[config.mk]
export PLATFORM = sky130hd
export DESIGN_NAME = pn_bert_monitor
export DESIGN_NICKNAME = d
export VERILOG_FILES = /design/src/rtl/bert_pkg.sv /design/src/rtl/pn_lfsr.sv /design/src/rtl/pn_bert_monitor.sv
export SDC_FILE = /design/constraint.sdc
export NUM_CORES = 1
export LEC_CHECK = 0
export CAP_MARGIN = 0
export CELL_PAD_IN_SITES_DETAIL_PLACEMENT = 1
export CELL_PAD_IN_SITES_GLOBAL_PLACEMENT = 1
export CORE_AREA = 3 3 152 117
export CTS_CLUSTER_SIZE = 14
export DETAILED_ROUTE_END_ITERATION = 10
export DIE_AREA = 0 0 155 120
export PLACE_DENSITY = 0.93
export SLEW_MARGIN = 15
export SYNTH_ARGS = -nofsm -noshare
export SYNTH_HDL_FRONTEND = slang
export SYNTH_SLANG_ARGS = --single-unit
[constraint.sdc]
create_clock -name clk -period 9.45 [get_ports clk]
set_input_delay 2.3625 -clock clk [delete_from_list [all_inputs] [get_ports clk]]
set_output_delay 2.3625 -clock clk [all_outputs]
set_load 0.02 [all_outputs]
[src/rtl/bert_pkg.sv]
// Shared types and constants for the PN bit-error-rate monitor.
// Latency: none (declarations and one combinational helper).
// Backpressure: none; the monitor only observes the decision stream.
package bert_pkg;

   localparam int SR_WIDTH = 23;

   typedef enum logic [1:0] {
      SEARCH = 2'd0,
      VERIFY = 2'd1,
      LOCKED = 2'd2
   } bert_state_t;

   localparam logic [2:0] POLY_PN7  = 3'd0;
   localparam logic [2:0] POLY_PN9  = 3'd1;
   localparam logic [2:0] POLY_PN11 = 3'd2;
   localparam logic [2:0] POLY_PN15 = 3'd3;
   localparam logic [2:0] POLY_PN17 = 3'd4;
   localparam logic [2:0] POLY_PN23 = 3'd5;

   typedef struct packed {
      logic [4:0] order;
      logic [4:0] tap_a;
      logic [4:0] tap_b;
   } poly_cfg_t;

   // Order and feedback taps per polynomial; order 0 marks a reserved code.
   // Reserved codes keep taps at 1 so the tap index never goes negative.
   function automatic poly_cfg_t poly_cfg(input logic [2:0] sel);
      poly_cfg_t c;
      c = '{order: 5'd0, tap_a: 5'd1, tap_b: 5'd1};
      case (sel)
         POLY_PN7:  c = '{order: 5'd7,  tap_a: 5'd7,  tap_b: 5'd6};
         POLY_PN9:  c = '{order: 5'd9,  tap_a: 5'd9,  tap_b: 5'd5};
         POLY_PN11: c = '{order: 5'd11, tap_a: 5'd11, tap_b: 5'd9};
         POLY_PN15: c = '{order: 5'd15, tap_a: 5'd15, tap_b: 5'd14};
         POLY_PN17: c = '{order: 5'd17, tap_a: 5'd17, tap_b: 5'd14};
         POLY_PN23: c = '{order: 5'd23, tap_a: 5'd23, tap_b: 5'd18};
         default:   c = '{order: 5'd0,  tap_a: 5'd1,  tap_b: 5'd1};
      endcase
      return c;
   endfunction

endpackage

[src/rtl/pn_lfsr.sv]
// 23-bit Fibonacci shift register: loads received bits or free-runs on its own prediction.
// Latency: pred_o is combinational from the register; register updates one cycle after shift_i.
// Backpressure: none; shifts on every qualified strobe.
module pn_lfsr
   import bert_pkg::*;
(
   input  logic       clk,
   input  logic       reset,
   input  logic       shift_i,
   input  logic       load_i,
   input  logic       rx_i,
   input  logic [2:0] poly_sel_i,
   output logic       pred_o,
   output logic       low_zero_o,
   output logic [4:0] order_o
);

   poly_cfg_t             cfg;
   logic [SR_WIDTH-1:0]   sr_q;
   logic [SR_WIDTH-1:0]   sr_d;
   logic [SR_WIDTH-1:0]   low_mask;

   // Tap decode, prediction and the all-zero guard over the active order.
   always_comb begin
      cfg        = poly_cfg(poly_sel_i);
      order_o    = cfg.order;
      pred_o     = sr_q[cfg.tap_a - 5'd1] ^ sr_q[cfg.tap_b - 5'd1];
      low_mask   = ~({SR_WIDTH{1'b1}} << cfg.order);
      low_zero_o = ((sr_q & low_mask) == '0);
      sr_d       = sr_q;
      if (shift_i) begin
         sr_d = {sr_q[SR_WIDTH-2:0], (load_i ? rx_i : pred_o)};
      end
   end

   // Shift register state.
   always_ff @(posedge clk) begin
      if (reset) begin
         sr_q <= '0;
      end else begin
         sr_q <= sr_d;
      end
   end

endmodule

[src/rtl/pn_bert_monitor.sv]
// PN-sequence BER monitor: self-synchronises, declares lock, counts bits/errors while locked.
// Latency: all outputs registered, one cycle after the sampled symEn.
// Backpressure: none; every symEn is consumed, at most one per clock.
module pn_bert_monitor
   import bert_pkg::*;
#(
   parameter int COUNT_WIDTH = 32,
   parameter int LOCK_BITS   = 64,
   parameter int LOSS_WINDOW = 256,
   parameter int LOSS_ERRORS = 32
) (
   input  logic                   clk,
   input  logic                   reset,
   input  logic                   symEn,
   input  logic                   dataIn,
   input  logic [2:0]             polySel,
   input  logic                   invert,
   input  logic                   clearCounts,
   output logic                   locked,
   output logic [COUNT_WIDTH-1:0] bitCount,
   output logic [COUNT_WIDTH-1:0] errCount,
   output logic                   errPulse,
   output logic                   countsSaturated
);

   localparam int MW  = $clog2(LOCK_BITS + 1);
   localparam int WBW = $clog2(LOSS_WINDOW + 1);
   localparam int WEW = $clog2(LOSS_ERRORS + 1);

   bert_state_t            state_q;
   logic [2:0]             poly_q;
   logic [4:0]             fill_q;
   logic [MW-1:0]          match_q;
   logic [WBW-1:0]         win_bits_q;
   logic [WEW-1:0]         win_errs_q;
   logic [COUNT_WIDTH-1:0] bit_cnt_q;
   logic [COUNT_WIDTH-1:0] err_cnt_q;
   logic                   sat_q;
   logic                   locked_q;
   logic                   err_pulse_q;

   logic                   rx;
   logic                   pred;
   logic                   low_zero;
   logic [4:0]             order;
   logic                   reserved;
   logic                   mismatch;
   logic                   poly_chg;
   logic                   lfsr_shift;
   logic                   lfsr_load;
   logic [4:0]             fill_inc;
   logic [MW-1:0]          match_inc;
   logic [WBW-1:0]         win_bits_inc;
   logic [WEW-1:0]         win_errs_inc;
   logic [COUNT_WIDTH-1:0] bit_cnt_inc;
   logic [COUNT_WIDTH-1:0] err_cnt_inc;

   // Received bit, comparison against prediction and incremented counter values.
   always_comb begin
      rx           = dataIn ^ invert;
      mismatch     = rx ^ pred;
      reserved     = (order == 5'd0);
      poly_chg     = (polySel != poly_q);
      lfsr_shift   = symEn && !poly_chg;
      lfsr_load    = (state_q == SEARCH);
      fill_inc     = fill_q + 5'd1;
      match_inc    = match_q + MW'(1);
      win_bits_inc = win_bits_q + WBW'(1);
      win_errs_inc = win_errs_q + WEW'(1);
      bit_cnt_inc  = bit_cnt_q + COUNT_WIDTH'(1);
      err_cnt_inc  = err_cnt_q + COUNT_WIDTH'(1);
   end

   pn_lfsr u_lfsr (
      .clk        (clk),
      .reset      (reset),
      .shift_i    (lfsr_shift),
      .load_i     (lfsr_load),
      .rx_i       (rx),
      .poly_sel_i (polySel),
      .pred_o     (pred),
      .low_zero_o (low_zero),
      .order_o    (order)
   );

   // Lock FSM with counters and loss-of-lock window; later assignments take priority.
   always_ff @(posedge clk) begin
      if (reset) begin
         state_q     <= SEARCH;
         poly_q      <= '0;
         fill_q      <= '0;
         match_q     <= '0;
         win_bits_q  <= '0;
         win_errs_q  <= '0;
         bit_cnt_q   <= '0;
         err_cnt_q   <= '0;
         sat_q       <= 1'b0;
         locked_q    <= 1'b0;
         err_pulse_q <= 1'b0;
      end else begin
         poly_q      <= polySel;
         err_pulse_q <= 1'b0;

         if (clearCounts) begin
            bit_cnt_q <= '0;
            err_cnt_q <= '0;
            sat_q     <= 1'b0;
         end

         if (poly_chg) begin
            // A new polynomial invalidates any sync; counters are left alone.
            state_q  <= SEARCH;
            fill_q   <= '0;
            locked_q <= 1'b0;
         end else if (symEn) begin
            case (state_q)
               SEARCH: begin
                  if (reserved) begin
                     fill_q <= '0;
                  end else begin
                     fill_q <= fill_inc;
                     if (fill_inc == order) begin
                        state_q <= VERIFY;
                        match_q <= '0;
                     end
                  end
               end

               VERIFY: begin
                  // An all-zero register predicts zeros forever, so never trust it.
                  if (mismatch || low_zero) begin
                     state_q <= SEARCH;
                     fill_q  <= '0;
                  end else if (match_inc == MW'(LOCK_BITS)) begin
                     state_q    <= LOCKED;
                     locked_q   <= 1'b1;
                     bit_cnt_q  <= '0;
                     err_cnt_q  <= '0;
                     sat_q      <= 1'b0;
                     win_bits_q <= '0;
                     win_errs_q <= '0;
                  end else begin
                     match_q <= match_inc;
                  end
               end

               LOCKED: begin
                  if (!sat_q && !clearCounts) begin
                     bit_cnt_q <= bit_cnt_inc;
                     if (bit_cnt_inc == '1) begin
                        sat_q <= 1'b1;
                     end
                     if (mismatch) begin
                        err_cnt_q <= err_cnt_inc;
                     end
                  end
                  if (mismatch && !sat_q) begin
                     err_pulse_q <= 1'b1;
                  end
                  // Loss is checked before the window restart so a final-bit error still drops lock.
                  if (mismatch && (win_errs_inc == WEW'(LOSS_ERRORS))) begin
                     state_q    <= SEARCH;
                     fill_q     <= '0;
                     locked_q   <= 1'b0;
                     win_errs_q <= win_errs_inc;
                     win_bits_q <= win_bits_inc;
                  end else if (win_bits_inc == WBW'(LOSS_WINDOW)) begin
                     win_bits_q <= '0;
                     win_errs_q <= '0;
                  end else begin
                     win_bits_q <= win_bits_inc;
                     if (mismatch) begin
                        win_errs_q <= win_errs_inc;
                     end
                  end
               end

               default: begin
                  state_q <= SEARCH;
                  fill_q  <= '0;
               end
            endcase
         end
      end
   end

   assign locked          = locked_q;
   assign bitCount        = bit_cnt_q;
   assign errCount        = err_cnt_q;
   assign errPulse        = err_pulse_q;
   assign countsSaturated = sat_q;

endmodule

==> results of run 1 <==
[layer usage]
metal  wire length (µm)  vias to the layer above
met4                765                        0
met2              12700                      376
met1              12100                     4070
met3               1920                       69
li1                   -                     3736
met5                  0                        -
[registers in the layout, summed over array words and instances (netlist names)]
name,cells
state_q,2
countsSaturated,1
match_q,7
poly_q,3
bitCount,32
u_lfsr.sr_q,23
locked,1
win_bits_q,9
errPulse,1
fill_q,5
errCount,32
win_errs_q,6
[cells in the mapped netlist (all sizes together), types with 4 or more instances]
master,instances,share of area
xor2,16,0.019
nand4b,7,0.0082
and4,7,0.0082
ha,11,0.018
a32o,5,0.0067
inv,35,0.017
o21ai,89,0.060
nor4,15,0.012
nand2,127,0.063
a211oi,7,0.0077
and2,10,0.0083
o211ai,16,0.018
or2,4,0.0033
a22oi,12,0.012
and3,20,0.017
o21a,4,0.0040
nor3,34,0.024
o2bb2ai,5,0.0058
or4,12,0.012
mux2i,4,0.0058
clkbuf,46,0.023
nor2b,9,0.0075
xnor2,40,0.047
or3,8,0.0067
buf,12,0.010
o22ai,5,0.0067
nand2b,9,0.0075
nor2,75,0.038
a21oi,105,0.071
o41ai,4,0.0082
dfxtp,122,0.32
nand3,50,0.034
a31oi,13,0.011
nand4,20,0.017
o31ai,8,0.0080
[critical path: stages]
cell and delay, ns:
clkdlybuf4s50_1 0.82, or2_1 0.45, o32ai_2 0.29, o22a_2 0.23
mux2i_2 0.30, a21oi_2 0.18, nor2_1 0.78, o21ai_2 0.15
o21ai_2 0.82, o32ai_1 0.20
[worst min-delay path by stage]
stage                                       from                           end  slack, ns  cells past startpoint
finish              u_lfsr.sr_q[12]$_SDFFE_PP0P_  u_lfsr.sr_q[13]$_SDFFE_PP0P_       0.47                      2
global route          win_bits_q[1]$_SDFFE_PP0P_    win_bits_q[1]$_SDFFE_PP0P_       0.50                      2
CTS                   win_bits_q[1]$_SDFFE_PP0P_    win_bits_q[1]$_SDFFE_PP0P_       0.48                      2
detailed placement  u_lfsr.sr_q[11]$_SDFFE_PP0P_  u_lfsr.sr_q[12]$_SDFFE_PP0P_       0.47                      2
global placement    u_lfsr.sr_q[20]$_SDFFE_PP0P_  u_lfsr.sr_q[21]$_SDFFE_PP0P_       0.45                      2
floorplan           u_lfsr.sr_q[20]$_SDFFE_PP0P_  u_lfsr.sr_q[21]$_SDFFE_PP0P_       0.44                      2
[per-stage QoR]
step	std cells	worst slack, ns	instance area [µm²]	power (mW)	hold slack (ns)
floorplan	1005	4.71	7520	0.577	0.440
global placement	1245	2.96	8350	0.595	0.452
detailed placement	1245	2.78	8350	0.597	0.466
CTS	1277	3.18	8980	1.30	0.478
global route	1277	2.85	8980	1.34	0.499
finish	1277	3.10	8980	1.30	0.472
[final cells by class]
| cell class | instances | area (µm²) |
|---|---|---|
| inverter | 38 | 143 |
| timing repair buffer | 83 | 806 |
| clock inverter | 11 | 168 |
| tap | 215 | 269 |
| sequential | 122 | 2440 |
| multi-input combinational | 787 | 4690 |
| fill | 2048 | 7590 |
| clock buffer | 21 | 460 |
[report_power, final]
part	internal [mW]	switching (mW)	leakage, nW
combinational	0.0176	0.0564	1.64
clock	0.455	0.253	0.303
sequential	0.516	0.000951	0.983
total	0.988	0.310	2.93
[cell families after synthesis]
kind of cell,after synthesis,synth area share
AO/OA/AOI/OAI,297,0.250
AND/OR/NAND/NOR,417,0.278
buffers and inverters,96,0.0521
multiplexers,6,0.0108
flip-flops,122,0.325
adder cells (fa/ha/maj),11,0.0183
XOR/XNOR,56,0.0652
==> results.yml, run 1 <==
grt:
  use_met1: 0.395
  grt_remaining_overflow: 0
  grtUsageMet2: 0.461
  grt_pass1_wl_mm: 44.1
  gr-usage-all-layers: 0.292
  grt_max_degree: 59
  antenna_found_initial: 0
  busiest_layer: "met2"
  first_global_vias: 8291
  grt_use_met3: 0.0516
clock_network:
  cts_buffers: 17
  cts.clk_slew.worst_paths_ns: 0.05
  post_cts_resized: 0
  cts-htree-levels: 4
  clock_path_buffers: 2
  cts_hold_buf: 0
  cts_tree: "built"
  worstSkewPairLatency_ns: 0.43
  cts_root_buf: "clkbuf_16"
  post_cts_buffers: 0
  clock_sink_count: 122
sta:
  worstMarginPinSlew_ns: 1.18
  rsz0062_at_grt: "no"
  setup_tns_ns: 0
  clock-skew-final_ns: 0.0138
  slew_viol_final: 0
  hold_viol_final: 0
  finalCriticalPeriod_ns: 6.35
  setup_violations: 0
  fin_crit_sh: 0.672
  fmax_mhz: 157
  relSlewSlack: 0.207
detailed_routing:
  drt_first_pass_iters: 5
  via_count: 8251
  via_per_inst: 6.46
  ant_nets: 0
  wl_per_cell_um: 21.5
  remaining_drc_errors: 0
  drt-total-wl_mm: 27.4
  drt_iter0_drc: 786
critical_path:
  cp-end-kind: "flop"
  crit_path_start: "polySel[2]"
  endpoint: "errCount[10]$_SDFF_PP0_"
  cp.arrival_ns: 6.61
  r2r_slack_ns: 5.61
  ff2ff_path_depth: 10
  r2r-start: "state_q[0]$_SDFFE_PP0P_"
  path_class: "input pin to flop"
  startpoint_type: "input pin"
  timing.rr.end: "bitCount[26]$_SDFF_PP0_"
  worstPathMaxFanout: 21
  worstPathRequired_ns: 9.71
floorplan:
  coreArea_um2: 16600
  die-area_um2: 18600
  initial_core_util: 0.454
  pin_count: 76
  fp.dieW_um: 155
  num_rows: 41
  die_h_um: 120
yosys:
  ys.flop_type: "dfxtp_1"
  async_flop_share: 0
  synth_cell_types: 82
  netlist_area_um2: 7520
  avgSynthCellArea_um2: 7.48
  synthCells: 1005
  ys.warnings.count: 0
  synth_edf_count: 0
  synth_seq_cells: 122
  syn_nets: 1025
  yosysSeqAreaShare: 0.325
job:
  cap_violations: 0
cells_and_area:
  final_util: 0.542
  drive_above_1_share: 0.0669
  layout_commonest_cell: "nand2_1"
  antennaDiodeCount: 0
  syn2layout_area_growth_pct: 19.4
  layout_common_cells: "nand2_1 (127), dfxtp_1 (122), a21oi_1 (103)"
  fin_nets: 1069
placed_design:
  hpwl_mm: 18.1
  gp_congestion: 0.865
  portBuffers: 75
power:
  power.leakage_nw: 2.93
  peakVddDrop_uv: 75.6
  power_density_nw_per_um2: 145
worst_hold_path:
  min_path_type: "flop to flop"
outcome:
  status: "complete, no violations"
No activity file was read; power rests on OpenSTA's default activity.
==> inputs of run 2 (changes only) <==
--- a/config.mk
+++ b/config.mk
@@ -8,11 +8,11 @@
 export CAP_MARGIN = 0
 export CELL_PAD_IN_SITES_DETAIL_PLACEMENT = 1
 export CELL_PAD_IN_SITES_GLOBAL_PLACEMENT = 1
-export CORE_AREA = 3 3 152 117
+export CORE_AREA = 3 3 167 128
 export CTS_CLUSTER_SIZE = 14
 export DETAILED_ROUTE_END_ITERATION = 10
-export DIE_AREA = 0 0 155 120
-export PLACE_DENSITY = 0.93
+export DIE_AREA = 0 0 170 131
+export PLACE_DENSITY = 0.83
 export SLEW_MARGIN = 15
 export SYNTH_ARGS = -nofsm -noshare
 export SYNTH_HDL_FRONTEND = slang
==> constraint.sdc (replaced) <==
create_clock -name clk -period 5.5 [get_ports clk]
set_input_delay 1.375 -clock clk [delete_from_list [all_inputs] [get_ports clk]]
set_output_delay 1.375 -clock clk [all_outputs]
set_load 0.02 [all_outputs]
==> results.yml, run 2 (synthesis results as in run 1) <==
floorplan:
  die_h_um: 131
  die-area_um2: 22300
  num_rows: 45
  coreArea_um2: 20000
  pin_count: 76
  initial_core_util: 0.375
  fp.dieW_um: 170
cells_and_area:
  fillCellCount: 2485
  layout_common_cells: "nand2_1 (127), dfxtp_1 (122), a21oi_1 (103)"
  post-route-cell-area_um2: 9160
  drive_above_1_share: 0.0782
  layout_commonest_cell: "nand2_1"
  antennaDiodeCount: 0
  fin_nets: 1081
  syn2layout_area_growth_pct: 21.8
sta:
  relSlewSlack: 0.301
  rsz0062_at_grt: "no"
  worstMarginPinSlew_ns: 1.05
  clock-skew-final_ns: 0.0130
  slew_viol_final: 0
  fmax_mhz: 214
  hold_viol_final: 0
  finalCriticalPeriod_ns: 4.67
  fin_crit_sh: 0.850
  setup_tns_ns: 0
  setup_violations: 0
clock_network:
  clock_sink_count: 122
  cts-htree-levels: 4
  cts.clk_slew.worst_paths_ns: 0.06
  cts_root_buf: "clkbuf_16"
  worstSkewPairLatency_ns: 0.45
  cts_tree: "built"
  cts_buffers: 17
  clock_path_buffers: 2
  post_cts_buffers: 0
  cts_hold_buf: 0
  post_cts_resized: 0
critical_path:
  worstPathMaxFanout: 19
  cp-end-kind: "flop"
  cp_common_cell: "o21ai_2"
  worstPathRequired_ns: 5.78
  cpMaxStageDelayCell: "o21ai_2"
  cp.arrival_ns: 4.95
  path_cells: "clkdlybuf4s50_1, buf_4, mux4_2, nor2b_1, mux2i_2, nand2_1, a211oi_2, o21ai_2, o21ai_2, o32ai_1"
  ff2ff_path_depth: 12
  path_class: "input pin to flop"
  cpPeakStageDelay_ns: 0.83
  startpoint_type: "input pin"
power:
  power_density_nw_per_um2: 253
  power.leakage_nw: 3.00
  peakVddDrop_uv: 206
grt:
  grt_remaining_overflow: 0
  antenna_found_initial: 0
  first_global_vias: 7707
  gr-usage-all-layers: 0.237
  grt_pass1_wl_mm: 42.1
  grt_max_degree: 38
detailed_routing:
  drt_first_pass_iters: 7
  wl_per_cell_um: 19.9
  via_per_inst: 5.99
  drt_iter0_drc: 703
  remaining_drc_errors: 0
  drt-total-wl_mm: 26.5
  ant_nets: 0
  via_count: 7980
job:
  cap_violations: 0
placed_design:
  placed_area_um2: 8490
  hpwl_mm: 18.2
  gp_congestion: 0.838
  portBuffers: 75
worst_hold_path:
  worstHoldPathCells: 2
  min_path_type: "flop to flop"
outcome:
  status: "complete, no violations"
[run 2: critical path: cells and delay by family]
kind	cells	cell delay, ns
multiplexers	2	0.80
buffers and inverters	2	0.85
AO/OA/AOI/OAI	4	1.58
AND/OR/NAND/NOR	2	0.33
[run 2: layer usage]
layer	up-vias	routed length (µm)	global-route usage
li1	3770	-	-
met1	3926	12700	0.333
met2	238	11800	0.362
met3	46	1460	0.0514
met4	0	515	0.0806
met5	-	0	0
[run 2: path summary, 6_finish.rpt]
path / slack [ns] / endpoint / startpoint
hold / removal: 0.47 / u_lfsr.sr_q[20]$_SDFFE_PP0P_ / u_lfsr.sr_q[20]$_SDFFE_PP0P_
hold reg to reg: 0.47 / u_lfsr.sr_q[20]$_SDFFE_PP0P_ / u_lfsr.sr_q[20]$_SDFFE_PP0P_
setup / recovery: 0.83 / errCount[10]$_SDFF_PP0_ / polySel[0]
setup reg to reg: 2.17 / errCount[28]$_SDFF_PP0_ / state_q[0]$_SDFFE_PP0P_
[run 2: layout make-up]
cell class	count	area (µm²)	share of cell area
Inverter	38	143	0.0156
Multi-Input combinational cell	787	4690	0.512
Timing Repair Buffer	95	896	0.0978
Tap cell	258	323	0.0352
Sequential cell	122	2440	0.267
Clock buffer	19	453	0.0494
Clock inverter	13	214	0.0234
[run 2: through the flow]
| stage | setup slack [ns] | hold WS (ns) | power (mW) | instances | util |
|---|---|---|---|---|---|
| after floorplan | 1.74 | 0.440 | 0.992 | 1005 | - |
| after global placement | 0.565 | 0.450 | 1.03 | 1300 | 0.424 |
| after detailed placement | 0.426 | 0.464 | 1.03 | 1300 | 0.424 |
| after CTS | 0.873 | 0.473 | 2.33 | 1332 | 0.457 |
| after global routing | 0.640 | 0.493 | 2.38 | 1332 | 0.457 |
| final | 0.825 | 0.473 | 2.32 | 1332 | 0.457 |
[run 2: power by group]
group / internal, mW / switching [mW] / total, mW
clock network: 0.832 / 0.466 / 1.30
logic: 0.0354 / 0.0954 / 0.131
registers: 0.886 / 0.00147 / 0.887
total: 1.75 / 0.563 / 2.32
